--- config.mk ---
export PLATFORM = sky130hd
export DESIGN_NAME = range_stats_finder_flat
export DESIGN_NICKNAME = d
export VERILOG_FILES = /design/src/rtl/range_stats_finder_pkg.sv /design/src/rtl/range_stats_finder_if.sv /design/src/rtl/range_stats_finder_minmax_tracker.sv /design/src/rtl/range_stats_finder.sv /design/src/flat_wrapper.sv
export SDC_FILE = /design/constraint.sdc
export NUM_CORES = 1
export LEC_CHECK = 0
export BUFFER_PORTS_ARGS = -buffer_cell sky130_fd_sc_hd__buf_4
export CELL_PAD_IN_SITES_DETAIL_PLACEMENT = 2
export CELL_PAD_IN_SITES_GLOBAL_PLACEMENT = 2
export CORE_MARGIN = 5
export CORE_UTILIZATION = 38
export CTS_CLUSTER_SIZE = 16
export DETAILED_ROUTE_END_ITERATION = 12
export PLACE_DENSITY = 0.86
export SETUP_SLACK_MARGIN = 0.3
export SKIP_LAST_GASP = 1
export SYNTH_ARGS = -nofsm -noshare
export SYNTH_HDL_FRONTEND = slang
export SYNTH_SLANG_ARGS = --single-unit
--- constraint.sdc ---
create_clock -name clock -period 10.4 [get_ports clock]
set_clock_uncertainty 0.2 [all_clocks]
set_input_delay 1.56 -clock clock [delete_from_list [all_inputs] [get_ports clock]]
set_output_delay 1.56 -clock clock [all_outputs]
set_load 0.005 [all_outputs]
--- src/rtl/range_stats_finder_pkg.sv ---
// Shared types and compare helper for the range_stats_finder block.
package range_pkg;

    typedef enum logic [1:0] {
        IDLE  = 2'd0,
        RUN   = 2'd1,
        DONE  = 2'd2,
        ERROR = 2'd3
    } rs_state_t;

    // Operands are widened to this width before comparing, so WIDTH may be at most 64.
    localparam int RS_CMP_W = 64;

    // a < b, either as two's-complement or as unsigned values.
    function automatic logic rs_less(input logic [RS_CMP_W-1:0] a,
                                     input logic [RS_CMP_W-1:0] b,
                                     input logic                signed_mode);
        if (signed_mode) begin
            return $signed(a) < $signed(b);
        end
        return a < b;
    endfunction

endpackage

--- src/rtl/range_stats_finder_if.sv ---
// Sample stream in, published statistics out.
interface range_stats_finder_if #(
    parameter int WIDTH     = 16,
    parameter int CNT_WIDTH = 8
);
    logic [WIDTH-1:0]     data_in;
    logic                 valid;
    logic                 go;
    logic                 finish;
    logic [WIDTH-1:0]     range;
    logic [WIDTH-1:0]     res_max;
    logic [WIDTH-1:0]     res_min;
    logic [CNT_WIDTH-1:0] count;
    logic                 done;
    logic                 busy;
    logic                 error;

    modport master (
        output data_in, valid, go, finish,
        input  range, res_max, res_min, count, done, busy, error
    );

    modport slave (
        input  data_in, valid, go, finish,
        output range, res_max, res_min, count, done, busy, error
    );
endinterface

--- src/rtl/range_stats_finder_minmax_tracker.sv ---
// Running min/max/count of the current sequence. final_* show what the
// registers would become if this cycle's sample (when valid) were merged.
module minmax_tracker
    import range_pkg::*;
#(
    parameter int WIDTH     = 16,
    parameter int CNT_WIDTH = 8,
    parameter int SIGNED    = 0
) (
    input  logic                 clock,
    input  logic                 reset,
    input  logic                 init,
    input  logic                 update,
    input  logic [WIDTH-1:0]     data_in,
    input  logic                 valid,
    output logic [WIDTH-1:0]     final_min,
    output logic [WIDTH-1:0]     final_max,
    output logic [CNT_WIDTH-1:0] final_cnt
);

    logic [WIDTH-1:0]     min_q, min_d;
    logic [WIDTH-1:0]     max_q, max_d;
    logic [CNT_WIDTH-1:0] cnt_q, cnt_d;
    logic                 below_min;
    logic                 above_max;
    logic [CNT_WIDTH-1:0] cnt_inc;

    // Sign- or zero-extend so one comparator serves both compare modes.
    function automatic logic [RS_CMP_W-1:0] widen(input logic [WIDTH-1:0] v);
        logic [RS_CMP_W-1:0] r;
        r = '0;
        r[WIDTH-1:0] = v;
        if (SIGNED != 0) begin
            for (int i = WIDTH; i < RS_CMP_W; i++) begin
                r[i] = v[WIDTH-1];
            end
        end
        return r;
    endfunction

    // Merge the current sample into the running values; count saturates.
    always_comb begin
        below_min = rs_less(widen(data_in), widen(min_q), SIGNED != 0);
        above_max = rs_less(widen(max_q), widen(data_in), SIGNED != 0);
        cnt_inc   = (&cnt_q) ? cnt_q : cnt_q + CNT_WIDTH'(1);
        final_min = (valid && below_min) ? data_in : min_q;
        final_max = (valid && above_max) ? data_in : max_q;
        final_cnt = valid ? cnt_inc : cnt_q;
        min_d     = min_q;
        max_d     = max_q;
        cnt_d     = cnt_q;
        if (init) begin
            min_d = data_in;
            max_d = data_in;
            cnt_d = CNT_WIDTH'(1);
        end else if (update) begin
            min_d = final_min;
            max_d = final_max;
            cnt_d = final_cnt;
        end
    end

    // Running-value registers.
    always_ff @(posedge clock or posedge reset) begin
        if (reset) begin
            min_q <= '0;
            max_q <= '0;
            cnt_q <= '0;
        end else begin
            min_q <= min_d;
            max_q <= max_d;
            cnt_q <= cnt_d;
        end
    end

endmodule

--- src/rtl/range_stats_finder.sv ---
// Sequence controller: go/finish protocol FSM and published result registers.
module range_stats_finder
    import range_pkg::*;
#(
    parameter int WIDTH     = 16,
    parameter int CNT_WIDTH = 8,
    parameter int SIGNED    = 0
) (
    input  logic                 clock,
    input  logic                 reset,
    range_stats_finder_if.slave  bus
);

    rs_state_t            state_q;
    logic [WIDTH-1:0]     range_q;
    logic [WIDTH-1:0]     res_min_q;
    logic [WIDTH-1:0]     res_max_q;
    logic [CNT_WIDTH-1:0] count_q;
    logic                 done_q;
    logic                 busy_q;
    logic                 error_q;

    logic                 trk_init;
    logic                 trk_update;
    logic [WIDTH-1:0]     final_min;
    logic [WIDTH-1:0]     final_max;
    logic [CNT_WIDTH-1:0] final_cnt;

    // A lone go starts a sequence from IDLE or ERROR; a lone valid extends one in RUN.
    always_comb begin
        trk_init   = (state_q == IDLE || state_q == ERROR) && bus.go && !bus.finish;
        trk_update = (state_q == RUN) && bus.valid && !bus.go && !bus.finish;
    end

    minmax_tracker #(
        .WIDTH     (WIDTH),
        .CNT_WIDTH (CNT_WIDTH),
        .SIGNED    (SIGNED)
    ) u_tracker (
        .clock     (clock),
        .reset     (reset),
        .init      (trk_init),
        .update    (trk_update),
        .data_in   (bus.data_in),
        .valid     (bus.valid),
        .final_min (final_min),
        .final_max (final_max),
        .final_cnt (final_cnt)
    );

    // Protocol FSM; status flags are registered alongside the state they decode.
    always_ff @(posedge clock or posedge reset) begin
        if (reset) begin
            state_q   <= IDLE;
            range_q   <= '0;
            res_min_q <= '0;
            res_max_q <= '0;
            count_q   <= '0;
            done_q    <= 1'b0;
            busy_q    <= 1'b0;
            error_q   <= 1'b0;
        end else begin
            done_q <= 1'b0;
            case (state_q)
                IDLE: begin
                    if (bus.finish) begin
                        state_q <= ERROR;
                        error_q <= 1'b1;
                    end else if (bus.go) begin
                        state_q <= RUN;
                        busy_q  <= 1'b1;
                    end
                end
                RUN: begin
                    if (bus.go) begin
                        state_q <= ERROR;
                        busy_q  <= 1'b0;
                        error_q <= 1'b1;
                    end else if (bus.finish) begin
                        res_min_q <= final_min;
                        res_max_q <= final_max;
                        count_q   <= final_cnt;
                        range_q   <= final_max - final_min;
                        state_q   <= DONE;
                        busy_q    <= 1'b0;
                        done_q    <= 1'b1;
                    end
                end
                DONE: begin
                    state_q <= IDLE;
                end
                ERROR: begin
                    if (bus.go && !bus.finish) begin
                        state_q <= RUN;
                        busy_q  <= 1'b1;
                        error_q <= 1'b0;
                    end
                end
                default: begin
                    state_q <= IDLE;
                    busy_q  <= 1'b0;
                    error_q <= 1'b0;
                end
            endcase
        end
    end

    assign bus.range   = range_q;
    assign bus.res_min = res_min_q;
    assign bus.res_max = res_max_q;
    assign bus.count   = count_q;
    assign bus.done    = done_q;
    assign bus.busy    = busy_q;
    assign bus.error   = error_q;

endmodule
--- src/flat_wrapper.sv ---
// flat-port wrapper written by rule: the top's interface ports become plain ports
module range_stats_finder_flat import range_pkg::*;
#(
    parameter int WIDTH     = 16,
    parameter int CNT_WIDTH = 8,
    parameter int SIGNED    = 0
)
  (clock, reset, bus_data_in, bus_valid, bus_go, bus_finish, bus_range, bus_res_max, bus_res_min, bus_count, bus_done, bus_busy, bus_error);
  range_stats_finder_if #(.WIDTH(WIDTH), .CNT_WIDTH(CNT_WIDTH)) bus_i ();
  input  logic clock;
  input  logic reset;
  input wire logic [$bits(bus_i.data_in)-1:0] bus_data_in;
  input wire logic [$bits(bus_i.valid)-1:0] bus_valid;
  input wire logic [$bits(bus_i.go)-1:0] bus_go;
  input wire logic [$bits(bus_i.finish)-1:0] bus_finish;
  output wire logic [$bits(bus_i.range)-1:0] bus_range;
  output wire logic [$bits(bus_i.res_max)-1:0] bus_res_max;
  output wire logic [$bits(bus_i.res_min)-1:0] bus_res_min;
  output wire logic [$bits(bus_i.count)-1:0] bus_count;
  output wire logic [$bits(bus_i.done)-1:0] bus_done;
  output wire logic [$bits(bus_i.busy)-1:0] bus_busy;
  output wire logic [$bits(bus_i.error)-1:0] bus_error;
  assign bus_i.data_in = bus_data_in;
  assign bus_i.valid = bus_valid;
  assign bus_i.go = bus_go;
  assign bus_i.finish = bus_finish;
  assign bus_range = bus_i.range;
  assign bus_res_max = bus_i.res_max;
  assign bus_res_min = bus_i.res_min;
  assign bus_count = bus_i.count;
  assign bus_done = bus_i.done;
  assign bus_busy = bus_i.busy;
  assign bus_error = bus_i.error;
  range_stats_finder #(.WIDTH(WIDTH), .CNT_WIDTH(CNT_WIDTH), .SIGNED(SIGNED)) u_core (.clock(clock), .reset(reset), .bus(bus_i));
endmodule
Word level (Yosys, flattened, before mapping):

Cells that the tools add are included.

* input bits: 21
* logic and storage cells: 73
* output and inout bits: 59
* bits in registers: 101

* order comparisons: 2
* add/sub/neg operators: 2
* mux-type cells: 28
* bitwise operators: 1
* equality and inequality tests: 10
* reductions and logical operators: 19

Operators with widths (number)
* 16-bit two-way mux: 6
* 16-bit < comparator: 2
* 8-bit two-way mux: 4
* 16-bit subtractor: 1
* 1-bit two-way mux: 10
* 2-bit two-way mux: 5
* 2-bit != test (second input constant): 5
* 8-bit by 1-bit adder with 8-bit output (second input constant): 1
* 1-bit logical AND: 8
* 2-bit case mux with 4 select lines: 1
* 8-bit AND reduction: 1
* 3-bit != test (second input constant): 2
* 1-bit case mux with 3 select lines: 2
* 3-bit AND reduction: 2
* 5-bit AND reduction: 1
* 2-bit == test (second input constant): 2
* 4-bit AND reduction: 1
* 3-bit nonzero test: 1
* 2-bit by 1-bit == test with 1-bit output (second input constant): 1
* 1-bit logical NOT: 2
* 2-bit logical NOT: 1
* 2-bit nonzero test: 1
* 1-bit logical OR: 1
* 1-bit NOT: 1

Logic depth before layout (Yosys ltp):

* depth after elaboration: 6
* mapped depth: 19
* mapped depth without buffers: 18

Modules after synthesis:

A second synthesis with hierarchy kept.

* cells, all modules: 759
* area, all modules: 6806.5 um2

By module, submodules not included
* minmax_tracker: seq. area each 1001.0 um2, area each 3652.3 um2, times used 1, cells each 401
* range_stats_finder: seq. area each 1526.5 um2, area each 3154.3 um2, times used 1, cells each 358

Worst setup path after synthesis:

No wires, ideal clock.

* kind: input to register
* start point: in bus_data_in[13]
* end point: reg u_core.range_q[9], in the netlist u_core.bus.range[9]
* stages: 19
* arrival: 4.835 ns
* required time: 10.071 ns
* path buffers: 1
* library setup time: 0.129 ns
* path slack: 5.236 ns
* cells stage by stage: inv_1 ha_1 a211oi_1 o211a_1 nand3b_1 a41o_2 nand2_4 buf_12 mux2i_1 inv_1 ha_1 nor2b_1 o31a_1 o221a_2 o21ai_0 nand2b_1 a21oi_1 xor2_1 o21ai_1

* word-level cells in the longest chain between the ends: 4
* elaborated cells between the ends (all ways): 7
* classes of those cells: add/sub (1); order compare (2); mux (2); reduce/logical (2)

Ends and longest elaborated chain
* start, declared: line flat_wrapper.sv:12 `input wire logic [$bits(bus_i.data_in)-1:0] bus_data_in;`
* 16-bit < comparator: line range_stats_finder_pkg.sv:21 `return a < b;`
* 1-bit logical AND: line range_stats_finder_minmax_tracker.sv:47 `final_max = (valid && above_max) ? data_in : max_q;`
* 16-bit two-way mux: line range_stats_finder_minmax_tracker.sv:47
* named net u_core.final_max[1]: line range_stats_finder.sv:26 `logic [WIDTH-1:0] final_max;`
* 16-bit subtractor: line range_stats_finder.sv:83 `range_q <= final_max - final_min;`
* end signal, assigned: line range_stats_finder.sv:83
* end, declared: line range_stats_finder.sv:15 `logic [WIDTH-1:0] range_q;`

The timed path passes the listed nets, and every way through them passes these cells.
A chain may end at the register's enable or synchronous reset.

Worst setup path after layout:

* start point: in bus_data_in[13]
* end point: reg u_core.range_q[15], in the netlist u_core.bus.range[15]

The elaborated chain is that of the path after synthesis.

==> impl_results.md <==
* Mapped cell area at 5844 um^2
* Placed instance count at roughly 900
* Max Freq at roughly 170 MHz
* Share of the synthesized area in the top cell type at a little over two fifths
* Worst-path fanout max at 16
* Crit Path Category: in2reg
* Static leakage at about 0.0035 uW
* Cells after Synth at 652
* Initial Utilization at between 30 and 40%
* Worst-Margin Slew at about 910 ps
* Grt ovf at 0
* Setup Buffers After CTS at 0
* Hold Vio Cnt, Final at 0
* Mapped Nets at ~720
* Origin of the critical flop-to-flop path: u_core.u_tracker.min_q[1]
* Sink Count at 101
* Yosys warns at 0
* Per-cell routed wire length at roughly 22 um
* Final worst-path cycle share at a little under three fifths
* Startpoint types: input port
* Final Setup Violations at 0
* GRT Total Usage at between 20% and 30%
* Core area at around 15000 um^2
* Grt met2 use at a little over two fifths
* Top post-synthesis cells by area: dfrtp_1, ha_1, nand2_1
* Reg2reg end: u_core.bus.range[14]
* Vias per cell at about 5.5
* Grt met3 use at about 2.7%
* DP HPWL at between 10 and 15 mm
* Gpl congestion at ~0.86
* Rows at 45
* Pins Over Slew Limit at 0
* Synth cell types at 52
* Met1 usage at about 28%
* Layout cell share with drive strength beyond 1 at 17.74%
* Global-route wire length before repair at around 32 mm
* Top Usage Layer GRT: met2
* # DRC at 0
* Hold Path Class: reg2reg
* Syn avg cell area at approximately 9.0 um^2
* Reg2reg path depth at 18
* PD cells at about 340 nW/um^2
* Clock power frac at ~16%
* Routed WL at 19.96 mm
* Die Height at 134.0 um
* Critical Path End: u_core.bus.range[15]
* RSZ-0062 raised after global routing: false
* Fill count at roughly 1.7k
* Register bit count reported by yosys at around 100
* Clock H-tree levels at 3
* Internal Pwr Total at about 1300 uW
* Switching share of power at 44.36%
* FFs w/ async S/R, synth at between 90% and 100%
* Worst-skew pair later-pin latency at ~360 ps
* Slew headroom at between 30% and 40%
* Die width at 134.0 um
* Layout Nets at 794
* CTS tree: yes
* Root Buffer: clkbuf_16
* Largest net degree at the start of global routing at just under 100
* Quantity of gates resized following cts at 0
* Drt first pass iters at 4
* Cell taking the most area after synthesis: dfrtp_1
* Die area at 17960 um^2
* Number of global-route vias before repair at around 5.9k
* Worst setup path startpoint: bus_data_in[13]
* Sequential-to-total area share from yosys stat at 43.25%
* Longest Clk Path Bufs at 2
* Via count at 5076
* Worst vdd ir at between 0.1 and 0.15 mV
* Outcome: finished clean
* Sequential power share at between 20 and 30%
* CTS Hold Bufs at 0
* R2r setup slk at around 5600 ps
* Worst setup EP type: flop
* Drt first-iter violations at around 240
* EDFF count, synth at 0
* Port bufs at slightly below 80
* Post-route insts no fill at a little over 900
* Power share of the combinational group at between 50% and 60%
* Clock-pin slew on the worst setup and hold paths at about 70 ps
* Worst path required time at between 10000 and 15000 ps
* Antenna violations before repair at 0
* Prevailing post-synth register cell: dfrtp_1
* Diode count at 0
* Total negative slack at 0 ps
* IO Count at 80
* Area Growth Syn to Fin at 18.63%
* Post-DRT Antenna Nets at 0
* Psw at approximately 1000 uW
* Final min period at approximately 5700 ps
* Crit path DAT at around 5800 ps
* MaxCap Viol Count at 0
* Num CTS Buffers at 9
-- metrics by stage --
stage          utilization [%]  hold slack [ps]  area, um^2  power (uW)  worst slack (ps)
2_1_floorplan                -            262.8        5844        1434              5236
6_report                 45.77            284.2        6933        2344              4676
5_1_grt                  45.77            307.2        6933        2513              4368
3_5_place_dp             43.63            272.7        6608        1936              4390
3_3_place_gp             43.63            261.0        6608        1820              4623
4_1_cts                  45.77            291.8        6933        2362              4684
-- layout make-up --
| class | count | area, um^2 | share of cell area [%] |
|---|---|---|---|
| clock buffers | 10 | 239.0 | 3.447 |
| clock inverters | 6 | 86.33 | 1.245 |
| inverters | 44 | 167.7 | 2.418 |
| multi-input cells | 482 | 3047 | 43.95 |
| flip-flops and latches | 101 | 2527 | 36.46 |
| well taps | 188 | 235.2 | 3.393 |
| repair buffers | 84 | 630.6 | 9.096 |
-- cell usage in the layout, fill, tap and decap left out, types with 3 or more instances in the layout --
cell type | synthesis | final
a211oi_1 | 3 | 3
nand4_1 | 3 | 3
nand2b_1 | 7 | 7
nand2_1 | 138 | 138
nor2_1 | 32 | 32
o21ai_1 | 5 | 4
mux2_4 | 8 | 8
and3_1 | 5 | 5
mux2_2 | 8 | 8
xor2_1 | 10 | 10
o31ai_1 | 11 | 11
a21oi_1 | 34 | 34
or3_1 | 4 | 3
xnor2_1 | 6 | 6
a31oi_1 | 3 | 3
clkbuf_16 | 0 | 9
o21ai_0 | 92 | 92
a21o_1 | 6 | 6
nand3_1 | 5 | 5
ha_1 | 50 | 50
o21a_1 | 5 | 5
inv_1 | 44 | 43
dfrtp_1 | 101 | 101
buf_4 | 0 | 84
nor3_1 | 8 | 8
mux2i_1 | 6 | 6
-- critical path, cell delays in order --
cell and delay (ps):
buf_4 110, inv_1 70, ha_1 330, a211oi_1 230, o211a_1 230, nand3b_1 140, a41o_2 290, nand2_4 280
mux2i_1 430, inv_1 130, ha_1 310, nor2b_1 190, o31a_1 250, o221ai_1 210, a311oi_1 450, o21ai_0 170
a221oi_1 230, mux2i_1 110, nand3_1 90
-- power by group through the flow --
stage | clock network [uW] | logic, uW | registers [uW]
final | 382 | 1280 | 677
after global routing | 400 | 1420 | 695
after global placement | 0 | 1150 | 670
after detailed placement | 0 | 1250 | 685
after CTS | 389 | 1290 | 679
after floorplan | 0 | 785 | 649
-- state kept, by name (all words and copies together), names as in the netlist --
name,count
u_core.bus.range,16
u_core.bus.res_max,16
u_core.bus.res_min,16
u_core.u_tracker.max_q,16
u_core.u_tracker.min_q,16
u_core.bus.count,8
u_core.u_tracker.cnt_q,8
u_core.state_q,2
u_core.bus.busy,1
u_core.bus.done,1
u_core.bus.error,1
-- kinds of logic after synthesis --
logic type               after synthesis  share of synthesized area, %
AND/OR/NAND/NOR                      213                         15.48
AO/OA/AOI/OAI                        180                         18.43
flip-flops                           101                         43.25
buffers and inverters                 69                         4.774
adder cells (fa/ha/maj)               51                         11.05
multiplexers                          22                         4.624
XOR/XNOR                              16                         2.398
-- per-layer routing --
layer	vias up	wire length (um)	part of all wire, %
met5	-	0	0
met4	0	316	1.6
met3	23	393	2.0
met2	61	10470	52
met1	2616	8778	44
li1	2376	-	-
-- synthesized netlist by cell type, types with 2 or more instances --
| cell | count |
|---|---|
| a21oi_1 | 34 |
| xnor2_1 | 6 |
| a211oi_1 | 3 |
| dfrtp_1 | 101 |
| nor3b_1 | 2 |
| or3_1 | 4 |
| o21a_1 | 5 |
| o221ai_1 | 2 |
| nand3_1 | 5 |
| nor3_1 | 8 |
| mux2i_1 | 6 |
| mux2_4 | 8 |
| buf_2 | 3 |
| nand2_1 | 138 |
| a21boi_0 | 2 |
| nand4_1 | 3 |
| o31ai_1 | 11 |
| a21oi_2 | 2 |
| o21ai_0 | 92 |
| nor2_1 | 32 |
| mux2_2 | 8 |
| nand2b_1 | 7 |
| a221oi_1 | 2 |
| clkbuf_1 | 21 |
| a31oi_1 | 3 |
| a21o_1 | 6 |
| xor2_1 | 10 |
| ha_1 | 50 |
| inv_1 | 44 |
| o21ai_1 | 5 |
| nor2b_1 | 2 |
| and3_1 | 5 |
| and2_1 | 2 |
| and4_1 | 2 |
-- how the worst min path moves through the flow --
stage | start | to | cells past startpoint
after floorplan | u_core.bus.res_max[15] | u_core.bus.res_max[15] | 2
after CTS | u_core.bus.res_max[5] | u_core.bus.res_max[5] | 2
final | u_core.bus.count[5] | u_core.bus.count[5] | 2
after global routing | u_core.bus.range[6] | u_core.bus.range[6] | 2
after global placement | u_core.bus.res_max[10] | u_core.bus.res_max[10] | 2
after detailed placement | u_core.bus.res_max[5] | u_core.bus.res_max[5] | 2
No activity file was read; power rests on OpenSTA's default activity.
